<file path="config.mk">
export PLATFORM = sky130hd
export DESIGN_NAME = comar_rand_gen
export DESIGN_NICKNAME = d
export VERILOG_FILES = /design/src/rtl/comar_rand_gen.sv
export SDC_FILE = /design/constraint.sdc
export NUM_CORES = 1
export LEC_CHECK = 0
export ABC_AREA = 1
export BUFFER_PORTS_ARGS = -buffer_cell sky130_fd_sc_hd__buf_2
export CORE_MARGIN = 2
export CORE_UTILIZATION = 55
export CTS_CLUSTER_SIZE = 25
export DETAILED_ROUTE_END_ITERATION = 10
export PLACE_DENSITY = 0.82
export SETUP_SLACK_MARGIN = 0.2
export SYNTH_ARGS = -nofsm -noshare
export SYNTH_HDL_FRONTEND = slang
export SYNTH_SLANG_ARGS = --single-unit
</file>
<file path="constraint.sdc">
create_clock -name clk -period 2.17 [get_ports clk]
set_clock_uncertainty 0.2 [all_clocks]
set_input_delay 0.434 -clock clk [delete_from_list [all_inputs] [get_ports clk]]
set_output_delay 0.434 -clock clk [all_outputs]
set_load 0.02 [all_outputs]
</file>
<file path="src/rtl/comar_rand_gen.sv">
// Fresh-mask generator for 2-share COMAR gadgets: 64-bit Fibonacci LFSR advanced W steps per word.
// Optional repetition health monitor enabled with macro COMAR_RAND_HEALTH_EN.
module comar_rand_gen #(
  parameter int unsigned NUM_GADGETS   = 1,
  parameter int unsigned RESEED_CYCLES = 1024,
  localparam int unsigned W            = 6 * NUM_GADGETS
) (
  input  logic         clk,
  input  logic         rst,
  input  logic [63:0]  seed,
  input  logic         seed_valid,
  output logic         seed_ready,
  input  logic         en,
  output logic [W-1:0] r_out,
  output logic         r_valid,
  output logic         reseed_req,
  output logic         seed_err,
  output logic         alarm
);

  typedef enum logic [1:0] {UNSEEDED, RUN, EXPIRED} fsm_t;

  fsm_t        fsm, fsm_nxt;
  logic [63:0] lfsr_q, lfsr_nxt;
  logic [15:0] cnt, cnt_nxt;
  logic        seed_ok, seed_zero, advance, alarm_nxt;

  function automatic logic [63:0] lfsr_adv(input logic [63:0] s);
    logic [63:0] t;
    t = s;
    for (int unsigned i = 0; i < W; i++)
      t = {t[62:0], t[63] ^ t[62] ^ t[60] ^ t[59]};
    return t;
  endfunction

  assign seed_ready = !rst;

  always_comb begin
    seed_ok   = seed_valid && seed_ready && (seed != '0);
    seed_zero = seed_valid && seed_ready && (seed == '0);
    // A handshake takes priority over en, so the seed path never double-advances.
    advance   = (fsm == RUN) && en && !seed_ok;
    lfsr_nxt  = lfsr_adv(seed_ok ? seed : lfsr_q);
    fsm_nxt   = fsm;
    cnt_nxt   = cnt;
    if (seed_ok) begin
      fsm_nxt = RUN;
      cnt_nxt = '0;
    end else if (advance) begin
      cnt_nxt = cnt + 16'd1;
      if (cnt_nxt == 16'(RESEED_CYCLES))
        fsm_nxt = EXPIRED;
    end
  end

`ifdef COMAR_RAND_HEALTH_EN
  logic [2:0] rep_q, rep_nxt;
  logic       alarm_q;

  always_comb begin
    rep_nxt   = rep_q;
    alarm_nxt = alarm_q;
    if (advance) begin
      if (lfsr_nxt[W-1:0] == r_out) begin
        if (rep_q != 3'd4)
          rep_nxt = rep_q + 3'd1;
      end else begin
        rep_nxt = '0;
      end
      if (rep_nxt == 3'd4)
        alarm_nxt = 1'b1;
    end
  end

  always_ff @(posedge clk) begin
    if (rst) begin
      rep_q   <= '0;
      alarm_q <= 1'b0;
    end else begin
      rep_q   <= rep_nxt;
      alarm_q <= alarm_nxt;
    end
  end

  assign alarm = alarm_q;
`else
  assign alarm_nxt = 1'b0;
  assign alarm     = 1'b0;
`endif

  always_ff @(posedge clk) begin
    if (rst) begin
      lfsr_q     <= '0;
      cnt        <= '0;
      fsm        <= UNSEEDED;
      r_out      <= '0;
      r_valid    <= 1'b0;
      reseed_req <= 1'b0;
      seed_err   <= 1'b0;
    end else begin
      if (seed_ok || advance) begin
        lfsr_q <= lfsr_nxt;
        r_out  <= lfsr_nxt[W-1:0];
      end
      cnt        <= cnt_nxt;
      fsm        <= fsm_nxt;
      r_valid    <= (fsm_nxt == RUN) && !alarm_nxt;
      reseed_req <= (fsm_nxt == EXPIRED);
      seed_err   <= seed_zero;
    end
  end

endmodule

</file>
==> reports/summary.txt <==
Max cap viols: 0
Max incr delay on CP: 0.19 ns
Asr flop ratio synth: 0%
CTS Hold Bufs: 0
Overflow after GRT: 0
Worst setup SP type: primary input
Flops & latches, synth: 85
Syn Inst Count: 778
Max Slew Vio Count: 0
Highest Clock Rate: 471.2 MHz
Final min period: 2.122 ns
LEAKAGE: 3.567 nW
Synth cell count leaders: nand2_1, inv_1, dfxtp_1, nor2_1, nand3_1
Inserted Diodes: 0
Fin crit share: 97.81%
Crit Path Max Fanout: 8
PwrDens: 598.3 nW/um^2
Simple-Gate Fraction of Synth Area: 35.83%
Crit-path slowest cell: nor2_1
Drt first pass iters: 5
Row count: 34
Io pins: 79
Hold path cells: 5
Die Ht: 98.42 um
Critical path class: in -> reg
GP Congestion: 0.9700
Post-synth EDFFs: 0
CTS Root Cell: clkbuf_8
Main synth FF type: dfxtp_1
CTS sink count: 85
Largest net degree at the start of global routing: 39
Final WL: 16450 um
Core area: 8678 um^2
Final Hold Fails: 0
Antenna-violating nets left: 0
Post-synth top area share: 34.70%
Worst setup margin: 0.04756 ns
CP Capture Type: register
Main combinational cell family by area after synthesis: simple AND/OR/NAND/NOR gates
Clock-pin transition on the worst setup and hold timing paths: 0.09 ns
Tot GR Track Use: 27.32%
Post-synthesis sequential area ratio: 34.70%
Worst r2r path cells: 11
Fin area: 7083 um^2
WL/cell: 15.67 um
Worst Path Required: 2.26 ns
Die ar.: 9687 um^2
Synth top area cells: dfxtp_1, nand2_1, inv_1
Adder-cell share of the synthesized area: 0.2552%
RSZ-0062 raised after global routing: yes
Syn nets: 847
Cell family with the largest share of critical-path delay: simple AND/OR/NAND/NOR gates
WP data arrival: 2.22 ns
I/O Buffers: 77
Vias in the first global route: 5004
Global-route wire length before repair: 22000 um
WHS: 0.1489 ns
Dominant cell type by area after synthesis: dfxtp_1
Detailed placer's ending HPWL: 9598 um
Share of cells above drive strength 1: 34.61%
Synth Area in Compound Gates: 13.55%
Status: finished clean
Synthesized cell area: 4903 um^2
Critical path depth: 18
Cell with the most instances after synthesis: nand2_1
HP Class: in -> reg
CTS Buffer Depth: 2
Via Count: 5786
DRC viols: 0
Syn avg cell area: 6.303 um^2
CP Buf/Inv Count: 3
Mux cell area share after synthesis: 0%
H-tree depth: 3
Pre-CTS setup slack: -0.1782 ns
DRT iter0 DRCs: 492
Initial Utilization: 56.50%
TritonCTS clock tree: yes
DP Area: 5933 um^2
CP cell instances: buf_6 -> nor2_1 -> nand2_1 -> nor2_1 -> nand2_2 -> nor2_1 -> nand2_2 -> nand2_4 -> buf_12 -> clkbuf_16 -> nand2_1 -> nand2_2 -> nand2_1 -> nand2_2 -> nand2_1 -> nand2_1 -> nor2_1 -> nor2_1
CTS buffer count: 9
Clock Latency Late Sink: 0.37 ns
Initial antenna violation count: 0
Setup-failing EPs final: 0
Worst VDD drop: 0.3636 mV
Total of warnings raised by yosys: 0
Chip Width: 98.42 um
P&R area growth vs syn: 44.45%
Post-Synth XOR/XNOR Area: 1.429%
Final #Nets: 1006
Routed vias/inst: 5.510
Count of cell types in the netlist: 33
-- routing by layer --
metal / part of all wire (%) / vias to the layer above / track usage, % / routed length [um]
li1: - / 2736 / - / -
met1: 40 / 2652 / 35.58 / 6553
met2: 48 / 328 / 46.26 / 7918
met3: 7.9 / 70 / 4.184 / 1300
met4: 4.1 / 0 / 9.694 / 680
met5: 0 / - / 0 / 0
-- cell usage in the layout, fill, tap and decap left out, types with 2 or more instances in the layout --
cell / n
o21ai_1: 2
buf_4: 91
nor3_2: 3
buf_6: 32
buf_8: 2
nand3_1: 27
nand2_1: 250
nor2_2: 20
o211ai_1: 17
clkbuf_16: 6
nor2_4: 12
a21oi_1: 22
bufinv_16: 4
nand2_4: 11
dfxtp_2: 4
inv_2: 7
xor2_1: 7
nand2_2: 45
clkbuf_8: 9
nor2_1: 32
inv_1: 114
nor3_4: 3
nand3_2: 2
nor3_1: 2
o21ai_0: 24
nand4_1: 4
buf_2: 49
o211ai_2: 8
buf_12: 7
nand3b_1: 10
o221ai_1: 19
dfxtp_1: 80
-- worst register-to-register path, stage by stage (launching register included) --
cell	delay, ns
dfxtp_4	0.39
nand2_4	0.08
buf_4	0.15
nor2_4	0.13
xor2_2	0.17
nand2_1	0.07
nor2_1	0.15
nand3_1	0.13
nor2_2	0.14
nand3_2	0.12
a21oi_2	0.15
and2_1	0.14
-- sequential cells by signal, summed over array words and instances (netlist names) --
signal and flops:
cnt 16, fsm 2, lfsr_q 59, r_out 5, r_valid 1, reseed_req 1, seed_err 1
-- metrics by stage --
| step | utilization (%) | total power, W | TNS (ns) | instances |
|---|---|---|---|---|
| 2_1_floorplan | - | 0.002209 | 0 | 778 |
| 5_1_grt | 81.62 | 0.004381 | -0.1288 | 1050 |
| 3_5_place_dp | 68.37 | 0.002528 | -7.793 | 1013 |
| 6_report | 81.62 | 0.004238 | 0 | 1050 |
| 3_3_place_gp | 68.37 | 0.002502 | -5.845 | 1013 |
| 4_1_cts | 72.69 | 0.003993 | 0 | 1035 |
-- final cells by class --
type	instances	area, um^2
clock buffer	10	127.6
clock inverter	6	133.9
fill	510	1595
inverter	124	480.5
multi-input combinational	530	2887
sequential	85	1710
tap	108	135.1
timing repair buffer	187	1609
-- kinds of logic (layout without fill, tap and decap cells) --
group,Yosys count,in the layout
AOI/OAI and AO/OA,96,96
and+or+nand+nor,423,424
xor gates and xnor gates,8,8
adders and majority gates,1,1
buffers and inverters,164,327
DFF,85,85
other,1,1
-- power breakdown --
part	internal [W]	leakage, nW	switching [W]
Sequential	0.00165	0.699	0.0000606
Clock	0.000884	0.131	0.000614
Combinational	0.000457	2.74	0.000571
-- what timing repair did --
item,in CTS,in global routing
resized for setup,21,149
pin swaps,8,57
endpoints found under the setup margin,8,74
setup buffers,6,8
cloned,0,7
-- final timing paths --
check	start	to	slack (ns)
setup / recovery	seed[19]	r_out[1]	0.05
hold / removal	seed[34]	lfsr_q[40]	0.15
setup reg to reg	cnt[4]	reseed_req	0.11
hold reg to reg	fsm[1]	r_valid	0.25
Power figures use the tool's default switching activity.
